### config.mk
export PLATFORM = sky130hd
export DESIGN_NAME = adc_channel_conditioner
export DESIGN_NICKNAME = d
export VERILOG_FILES = /design/src/rtl/adc_pkg.sv /design/src/rtl/adc_cond_lane.sv /design/src/rtl/adc_channel_conditioner.sv
export SDC_FILE = /design/constraint.sdc
export NUM_CORES = 2
export LEC_CHECK = 0
export ABC_AREA = 0
export ABC_CLOCK_PERIOD_IN_PS = 10500
export BUFFER_PORTS_ARGS = -buffer_cell sky130_fd_sc_hd__buf_2
export CELL_PAD_IN_SITES_DETAIL_PLACEMENT = 0
export CELL_PAD_IN_SITES_GLOBAL_PLACEMENT = 1
export CORE_UTILIZATION = 51
export CTS_CLUSTER_SIZE = 24
export DETAILED_ROUTE_END_ITERATION = 12
export PLACE_DENSITY_LB_ADDON = 0.1
export RECOVER_POWER = 50
export SLEW_MARGIN = 5
export SYNTH_ARGS = -nofsm -noshare
export SYNTH_HDL_FRONTEND = slang
export SYNTH_HIERARCHICAL = 1
export SYNTH_SLANG_ARGS = --single-unit
### constraint.sdc
create_clock -name i_sys_clock -period 10.5 [get_ports i_sys_clock]
set_input_delay 1.05 -clock i_sys_clock [delete_from_list [all_inputs] [get_ports i_sys_clock]]
set_output_delay 1.05 -clock i_sys_clock [all_outputs]
set_load 0.01 [all_outputs]
### src/rtl/adc_pkg.sv
// Shared constants and control-state encoding for the ADC channel conditioner.
package adc_pkg;

  localparam int          COEF_FRAC_BITS = 16;
  localparam logic [17:0] UNITY_COEF     = 18'h10000;

  typedef enum logic {
    ST_IDLE = 1'b0,
    ST_RUN  = 1'b1
  } ctrl_state_e;

endpackage

### src/rtl/adc_cond_lane.sv
// One channel of the conditioner: gain, offset with saturation, block averaging.
module adc_cond_lane
  import adc_pkg::*;
#(
  parameter int ADC_CHDATA_SIZE = 16,
  parameter int ADC_CALIB_SIZE  = 18,
  parameter int DECIM_LOG2_MAX  = 4,
  parameter int SHIFT_W         = 3
) (
  input  logic                              clk_i,
  input  logic                              rst_ni,
  input  logic                              cfg_load_i,
  input  logic signed [ADC_CALIB_SIZE-1:0]  mult_coef_i,
  input  logic signed [ADC_CALIB_SIZE-1:0]  add_coef_i,
  input  logic signed [ADC_CHDATA_SIZE-1:0] sample_i,
  input  logic                              s2_en_i,
  input  logic                              ovr_clear_i,
  input  logic                              acc_en_i,
  input  logic                              acc_last_i,
  input  logic [SHIFT_W-1:0]                shift_i,
  input  logic                              flush_i,
  output logic signed [ADC_CHDATA_SIZE-1:0] data_o,
  output logic                              overrange_o
);

  localparam int W    = ADC_CHDATA_SIZE;
  localparam int C    = ADC_CALIB_SIZE;
  localparam int PW   = W + C;
  localparam int S1W  = PW - COEF_FRAC_BITS;
  localparam int SUMW = S1W + C;
  localparam int AW   = W + DECIM_LOG2_MAX;

  localparam logic signed [SUMW-1:0] SAT_MAX = {{(SUMW-W+1){1'b0}}, {(W-1){1'b1}}};
  localparam logic signed [SUMW-1:0] SAT_MIN = ~SAT_MAX;

  logic signed [C-1:0]    mult_sh_q, add_sh_q;
  logic signed [PW-1:0]   prod;
  logic signed [S1W-1:0]  s1_d, s1_q;
  logic signed [C-1:0]    add1_q;
  logic signed [SUMW-1:0] sum2;
  logic                   sat_hi, sat_lo;
  logic signed [W-1:0]    s2_d, s2_q;
  logic                   ovr_d, ovr_q;
  logic signed [AW-1:0]   acc_sum, acc_d, acc_q;
  logic signed [W-1:0]    data_d, data_q;

  // Offset travels with the sample so in-flight data keeps its original coefficients.
  always_comb begin
    prod   = sample_i * mult_sh_q;
    s1_d   = S1W'(prod >>> COEF_FRAC_BITS);
    sum2   = {{(SUMW-S1W){s1_q[S1W-1]}}, s1_q} + {{(SUMW-C){add1_q[C-1]}}, add1_q};
    sat_hi = sum2 > SAT_MAX;
    sat_lo = sum2 < SAT_MIN;
    s2_d   = W'(sum2);
    if (sat_hi) s2_d = W'(SAT_MAX);
    if (sat_lo) s2_d = W'(SAT_MIN);
    ovr_d  = (ovr_q & ~ovr_clear_i) | (s2_en_i & (sat_hi | sat_lo));
  end

  always_comb begin
    acc_sum = acc_q + {{(AW-W){s2_q[W-1]}}, s2_q};
    acc_d   = acc_q;
    data_d  = data_q;
    if (flush_i) begin
      acc_d = '0;
    end else if (acc_en_i) begin
      if (acc_last_i) begin
        acc_d  = '0;
        data_d = W'(acc_sum >>> shift_i);
      end else begin
        acc_d = acc_sum;
      end
    end
  end

  always_ff @(posedge clk_i or negedge rst_ni) begin
    if (!rst_ni) begin
      mult_sh_q <= C'(UNITY_COEF);
      add_sh_q  <= '0;
      s1_q      <= '0;
      add1_q    <= '0;
      s2_q      <= '0;
      ovr_q     <= 1'b0;
      acc_q     <= '0;
      data_q    <= '0;
    end else begin
      if (cfg_load_i) begin
        mult_sh_q <= mult_coef_i;
        add_sh_q  <= add_coef_i;
      end
      s1_q   <= s1_d;
      add1_q <= add_sh_q;
      s2_q   <= s2_d;
      ovr_q  <= ovr_d;
      acc_q  <= acc_d;
      data_q <= data_d;
    end
  end

  assign data_o      = data_q;
  assign overrange_o = ovr_q;

endmodule

### src/rtl/adc_channel_conditioner.sv
// Multi-channel ADC conditioner: control FSM, block counter and decimation latch
// feeding N identical calibration/averaging lanes.
//
//   state   | meaning
//   --------+--------------------------------------------------------------
//   ST_IDLE | ADC not initialised: samples ignored, pipeline and sums flushed
//   ST_RUN  | samples accepted, calibrated and block-averaged
module adc_channel_conditioner
  import adc_pkg::*;
#(
  parameter int N_CHANNELS      = 2,
  parameter int ADC_CHDATA_SIZE = 16,
  parameter int ADC_CALIB_SIZE  = 18,
  parameter int DECIM_LOG2_MAX  = 4
) (
  input  logic                                     i_sys_clock,
  input  logic                                     i_reset,
  input  logic                                     i_init_done,
  input  logic                                     i_sample_valid,
  input  logic [N_CHANNELS*ADC_CHDATA_SIZE-1:0]    i_data,
  input  logic [N_CHANNELS*ADC_CALIB_SIZE-1:0]     i_mult_coef,
  input  logic [N_CHANNELS*ADC_CALIB_SIZE-1:0]     i_add_coef,
  input  logic                                     i_cfg_load,
  input  logic [$clog2(DECIM_LOG2_MAX+1)-1:0]      i_decim_log2,
  input  logic                                     i_ovr_clear,
  output logic [N_CHANNELS*ADC_CHDATA_SIZE-1:0]    o_data,
  output logic                                     o_valid,
  output logic [N_CHANNELS-1:0]                    o_overrange
);

  localparam int W  = ADC_CHDATA_SIZE;
  localparam int C  = ADC_CALIB_SIZE;
  localparam int DW = $clog2(DECIM_LOG2_MAX+1);
  localparam int CW = DECIM_LOG2_MAX + 1;

  logic [1:0]  rst_sync_q;
  logic        rst_n;
  ctrl_state_e state_q, state_d;
  logic        run, accept;
  logic [DW-1:0] d_req, d_blk, d_d, d_q;
  logic [CW-1:0] cnt_d, cnt_q, blk_end;
  logic        last_in;
  logic        v1_q, v2_q, last1_q, last2_q, valid_q;
  logic [DW-1:0] sh1_q, sh2_q;

  // Assertion is immediate; release is retimed so all flops leave reset together.
  always_ff @(posedge i_sys_clock or negedge i_reset) begin
    if (!i_reset) rst_sync_q <= 2'b00;
    else          rst_sync_q <= {rst_sync_q[0], 1'b1};
  end
  assign rst_n = rst_sync_q[1];

  always_comb begin
    state_d = state_q;
    case (state_q)
      ST_IDLE: if (i_init_done)  state_d = ST_RUN;
      ST_RUN:  if (!i_init_done) state_d = ST_IDLE;
      default: state_d = ST_IDLE;
    endcase
  end

  // The first sample of a block fixes its exponent; later samples reuse d_q.
  always_comb begin
    run     = (state_q == ST_RUN);
    accept  = run & i_sample_valid;
    d_req   = (i_decim_log2 > DW'(DECIM_LOG2_MAX)) ? DW'(DECIM_LOG2_MAX) : i_decim_log2;
    d_blk   = (cnt_q == '0) ? d_req : d_q;
    blk_end = (CW'(1) << d_blk) - CW'(1);
    last_in = (cnt_q == blk_end);
    cnt_d   = cnt_q;
    d_d     = d_q;
    if (!run) begin
      cnt_d = '0;
    end else if (accept) begin
      cnt_d = last_in ? '0 : cnt_q + CW'(1);
      d_d   = d_blk;
    end
  end

  always_ff @(posedge i_sys_clock or negedge rst_n) begin
    if (!rst_n) begin
      state_q <= ST_IDLE;
      cnt_q   <= '0;
      d_q     <= '0;
      v1_q    <= 1'b0;
      v2_q    <= 1'b0;
      last1_q <= 1'b0;
      last2_q <= 1'b0;
      sh1_q   <= '0;
      sh2_q   <= '0;
      valid_q <= 1'b0;
    end else begin
      state_q <= state_d;
      cnt_q   <= cnt_d;
      d_q     <= d_d;
      v1_q    <= accept;
      v2_q    <= run & v1_q;
      last1_q <= accept & last_in;
      last2_q <= last1_q;
      sh1_q   <= d_blk;
      sh2_q   <= sh1_q;
      valid_q <= run & v2_q & last2_q;
    end
  end

  assign o_valid = valid_q;

  for (genvar k = 0; k < N_CHANNELS; k++) begin : g_lane
    adc_cond_lane #(
      .ADC_CHDATA_SIZE (W),
      .ADC_CALIB_SIZE  (C),
      .DECIM_LOG2_MAX  (DECIM_LOG2_MAX),
      .SHIFT_W         (DW)
    ) u_lane (
      .clk_i       (i_sys_clock),
      .rst_ni      (rst_n),
      .cfg_load_i  (i_cfg_load),
      .mult_coef_i (i_mult_coef[k*C +: C]),
      .add_coef_i  (i_add_coef[k*C +: C]),
      .sample_i    (i_data[k*W +: W]),
      .s2_en_i     (run & v1_q),
      .ovr_clear_i (i_ovr_clear),
      .acc_en_i    (run & v2_q),
      .acc_last_i  (last2_q),
      .shift_i     (sh2_q),
      .flush_i     (~run),
      .data_o      (o_data[k*W +: W]),
      .overrange_o (o_overrange[k])
    );
  end

endmodule

; Word level (Yosys, flattened, before mapping)
; Cells that the tools add are included.
[word_totals]
ff_bits = 272
input_bits = 113
output_inout_bits = 35
wordCells = 79
[classes]
add_sub_neg = 6
n_mul = 2
order_cmp = 5
eq_ne = 3
shift = 3
mux = 16
n_bitwise = 14
n_reduce_logical = 3
[op_table]
columns = op, n
row1 = $mux W20, 6
row2 = $gt A36 B16 Y1 const B, 2
row3 = $lt A36 B16 Y1 const B, 2
row4 = $mul A16 B18 Y34, 2
row5 = $mux W16, 4
row6 = $add A20 B20 Y20, 2
row7 = $sshr A20 B3 Y16, 2
row8 = $add A18 B18 Y19, 2
row9 = $mux W5, 3
row10 = $and A1 B1 Y1, 9
row11 = $mux W3, 2
row12 = $add A5 B1 Y5 const B, 1
row13 = $eq A5 B5 Y1, 1
row14 = $logic_not A5 Y1, 1
row15 = $shl A1 B3 Y5 const A, 1
row16 = $sub A5 B2 Y5 const B, 1
row17 = $ne A2 B1 Y1 const B, 2
row18 = $or A1 B1 Y1, 4
row19 = $gt A3 B3 Y1 const B, 1
row20 = $reduce_and A3 Y1, 1
row21 = $reduce_and A2 Y1, 1
row22 = $mux W1, 1
row23 = $not A1 Y1, 1

; Longest topological paths before layout
[logic_depth]
word_depth = 9
mapped_depth = 24

; Cells and area by module
; Netlist, hierarchy kept.
[by_module_without_submodules]
columns = mod, instances, cells_each, area_per_inst_um2
row1 = adc_cond_lane at g_lane[0].u_lane, 1, 1746, 17092.6
row2 = adc_cond_lane at g_lane[1].u_lane, 1, 1727, 16940.0
row3 = adc_channel_conditioner, 1, 122, 1179.9

; Worst setup path after synthesis
; Ideal clock, no wire load.
[synth_path]
path_type = input to register
startpoint = in i_data[8]
endpoint = reg g_lane[0].u_lane.s1_q[15]
setup_time_ns = 0.123
arrival_ns = 6.605
setup_slack_ns = 3.772
cell_stages = 24
cell_sequence = clkbuf_1 > clkbuf_1 > nand2_1 > fa_1 > inv_1 > fa_1 > inv_1 > fa_1 > inv_1 > fa_1 > fa_1 > inv_1 > fa_1 > inv_1 > ha_1 > nand4_1 > a21oi_1 > a21boi_0 > a31oi_1 > o21ai_1 > a21oi_1 > o311ai_1 > a21oi_1 > xnor2_1
[synth_between]
elab_chain_cells = 1
[synth_lines]
columns = element, line_no
row1 = "start, declared", adc_channel_conditioner.sv:20  ; input logic [N_CHANNELS*ADC_CHDATA_SIZE-1:0] i_data,
row2 = $mul A16 B18 Y34, adc_cond_lane.sv:49  ; prod = sample_i * mult_sh_q;
row3 = net g_lane[0].u_lane.prod[31], adc_cond_lane.sv:37  ; logic signed [PW-1:0] prod;
row4 = "end signal, assigned", adc_cond_lane.sv:80  ; s1_q <= '0;
row5 = "end signal, assigned", adc_cond_lane.sv:91  ; s1_q <= s1_d;
row6 = "end, declared", adc_cond_lane.sv:38  ; logic signed [S1W-1:0] s1_d, s1_q;
; The timed path passes the listed nets, and every way through them passes these cells.
; A chain may end at the register's enable or synchronous reset.

; Worst setup path in the final report
[layout_path]
startpoint = reg g_lane[1].u_lane.mult_sh_q[17]
endpoint = reg g_lane[1].u_lane.s1_q[17]
[layout_between]
elab_chain_cells = 1
[layout_lines]
columns = element, line_no
row1 = "start, declared", adc_cond_lane.sv:36  ; logic signed [C-1:0] mult_sh_q, add_sh_q;
row2 = "start signal, assigned", adc_cond_lane.sv:78  ; mult_sh_q <= C'(UNITY_COEF);
row3 = "start signal, assigned", adc_cond_lane.sv:88  ; mult_sh_q <= mult_coef_i;
row4 = $mul A16 B18 Y34, adc_cond_lane.sv:49
row5 = net g_lane[1].u_lane.prod[33], adc_cond_lane.sv:37
row6 = "end signal, assigned", adc_cond_lane.sv:80
row7 = "end signal, assigned", adc_cond_lane.sv:91
row8 = "end, declared", adc_cond_lane.sv:38
; The timed path passes the listed nets, and every way through them passes these cells.

==> impl_metrics.yaml <==
clocking:
  cts_buffers: 35
  cts_root_buffer: "clkbuf_16"
  cts_max_level: 2
  cts_resized: 0
  clk_latency_ns: 0.56
  tritoncts: "yes"
  cts_setup_buffers: 0
  clk_pin_slew_ns: 0.06
  clk_path_buf_depth: 3
  clock_sinks: 272
  cts_hold_buf: 0
yosys:
  synthCells: 3595
  synth_area_leaders: "fa_1, dfrtp_1, ha_1"
  async_flop_share_pct: 100
  synth_top_area_cell: "fa_1"
  synthDistinctLibCells: 100
  syn_nets: 4533
  synth-compound-area-share_pct: 9.28
  ys.flop_type: "dfrtp_1"
  ys_ff_latch: 272
  synthTopCellsByCount: "inv_1, fa_1, nand2_1"
  synth-simple-area-share_pct: 13.4
  synth-xor-area-share_pct: 2.86
  synth_fa_ha_area_share_pct: 41.7
  syn_area_mm2: 0.0352
  synth_edf_count: 0
  synth_seq_area_share_pct: 19.3
  synth_mux_area_share_pct: 4.40
  synth_top_area_share_pct: 33.1
  synth_top_family_by_area: "adder cells"
  yosysWarnings: 6
  yosys.cell_count.top_type: "inv_1"
  syn_avg_cell_area_um2: 9.79
global_route:
  grt_pass1_vias: 26900
  grt_usage_pct: 25.8
  grt-ovfl-total: 0
  grt_pass1_wl_mm: 142
  grt_max_degree: 160
  antenna_found_initial: 1
layout:
  areaGrowthSynthToFinish_pct: 7.09
  antennaDiodeCount: 0
  final_nets: 4593
  drive_above_1_share_pct: 9.57
  layout.cells.non_filler: 4552
critical_path:
  end_kind: "flop"
  cp_max_fo: 17
  critical_path_arrival_ns: 7.14
  crit_type: "reg -> reg"
  cp.required_ns: 10.94
  crit_path_start_kind: "flop"
placed_design:
  globalplace.congestion: 0.874
  numPortBuffers: 147
  dp_cells: 4491
  hpwl_mm: 68.5
floorplanning:
  die-area_mm2: 0.0701
  die_y_um: 265
  io_pins: 148
  start_util_pct: 52.0
  floorplan.rows: 95
  dieWidth_um: 265
  design.core.area_mm2: 0.0678
sta:
  finClkSkew_ns: 0.0208
  report.final.slew_viol_count: 303
  tns_ns: 0
  rsz0062_at_grt: "false"
  slew_headroom_pct: -166
  finalSetupViolCount: 0
  final.min_clock_period_ns: 6.71
  hold_violations: 0
  max_freq_mhz: 149
  fin_crit_sh_pct: 63.9
  tightest_slew_ns: 3.99
drt:
  drtPass1Iterations: 5
  wl_per_cell_um: 19.0
  via_per_inst: 5.43
  drc: 0
  ant_nets: 0
  initialDrtViolationCount: 1417
  wl_mm: 86.5
  dr_total_vias: 24700
min_path:
  hold_path.class: "in -> async"
status:
  status: "finished, violations left"
  violations: "max-capacitance violations, max-slew violations"
run:
  drv_cap: 4
==> cell families after synthesis <==
kind of cell / count (synthesis)
XOR/XNOR: 115
AO/OA/AOI/OAI: 475
adder cells (fa/ha/maj): 825
AND/OR/NAND/NOR: 939
buffers and inverters: 841
multiplexers: 127
flip-flops: 272
other: 1
==> metal layers <==
| metal | vias to the layer above | wire [um] | GRT usage, % |
|---|---|---|---|
| met4 | 0 | 1270 | 4.58 |
| met3 | 95 | 4670 | 4.03 |
| met2 | 530 | 41400 | 43.4 |
| li1 | 11400 | - | - |
| met5 | - | 0 | 0 |
| met1 | 12700 | 39100 | 35.6 |
==> state kept, by name, summed over array words and instances, names as in the netlist, 2 cells and up <==
register,cells
d_q,3
g_lane.u_lane/s1_q,36
sh2_q,3
g_lane.u_lane/add_sh_q,36
cnt_q,5
rst_sync_q,2
g_lane.u_lane/acc_q,40
g_lane.u_lane/s2_q,32
g_lane.u_lane/data_o,32
g_lane.u_lane/add1_q,36
g_lane.u_lane/overrange_o,2
g_lane.u_lane/mult_sh_q,36
sh1_q,3
==> worst paths after layout <==
path | start | endpoint | slack, ns | cells after the start
worst max-delay path | g_lane[1].u_lane/mult_sh_q[17]$_DFFE_PN0P_ | g_lane[1].u_lane/s1_q[17]$_DFF_PN0_ | 3.79 | 17
worst min-delay path | i_reset | rst_sync_q[0]$_DFF_PN0_ | 0.27 | 1
worst max register to register | g_lane[1].u_lane/mult_sh_q[17]$_DFFE_PN0P_ | g_lane[1].u_lane/s1_q[17]$_DFF_PN0_ | 3.79 | 17
worst min register to register | last1_q$_DFF_PN0_ | last2_q$_DFF_PN0_ | 0.34 | 0
max in group asynchronous | rst_sync_q[1]$_DFF_PN0_ | g_lane[0].u_lane/mult_sh_q[10]$_DFFE_PN0P_ | 5.21 | 1
min in group i_sys_clock | last1_q$_DFF_PN0_ | last2_q$_DFF_PN0_ | 0.34 | 0
==> layout make-up <==
class | instances | area [um^2]
timing repair buffer | 157 | 801
inverter | 707 | 2650
sequential | 272 | 6810
tap | 873 | 1090
clock buffer | 45 | 973
fill | 6168 | 30000
clock inverter | 16 | 153
multi-input combinational | 2482 | 25200
==> cell usage in the layout (no fill, tap or decap), types with 74 or more instances in the layout <==
cell type / netlist / final
ha_1: 243 / 243
and2_1: 279 / 278
nand2_1: 367 / 367
nor2_1: 114 / 113
xnor2_1: 74 / 74
buf_2: 3 / 144
dfrtp_1: 270 / 270
mux2_2: 81 / 81
fa_1: 582 / 582
a21oi_1: 119 / 119
o21ai_0: 77 / 77
inv_1: 705 / 705
==> worst max-delay path: stages (launching register included) <==
cell and delay, ns:
dfrtp_1 0.76, nand2_1 0.20, inv_1 0.16, fa_1 0.54, fa_1 0.97, fa_1 0.55
fa_1 0.52, fa_1 0.50, inv_1 0.05, fa_1 0.48, inv_1 0.04, ha_1 0.41
nand3_1 0.15, nor4_1 0.37, a211oi_1 0.20, o31ai_1 0.39, a21oi_1 0.14, xnor2_1 0.13
==> stage by stage <==
step / area, um^2 / hold slack (ns) / util (%) / worst slack [ns]
after floorplan: 35200 / 0.331 / - / 2.36
after global placement: 36600 / 0.328 / 54.0 / 3.41
after detailed placement: 36600 / 0.332 / 54.0 / 3.24
after CTS: 37700 / 0.240 / 55.7 / 3.80
after global routing: 37700 / 0.250 / 55.7 / 3.36
final: 37700 / 0.270 / 55.7 / 3.79
Power is not shown: default switching activity piles up to over one toggle a cycle in this logic, so the estimate is an artifact.
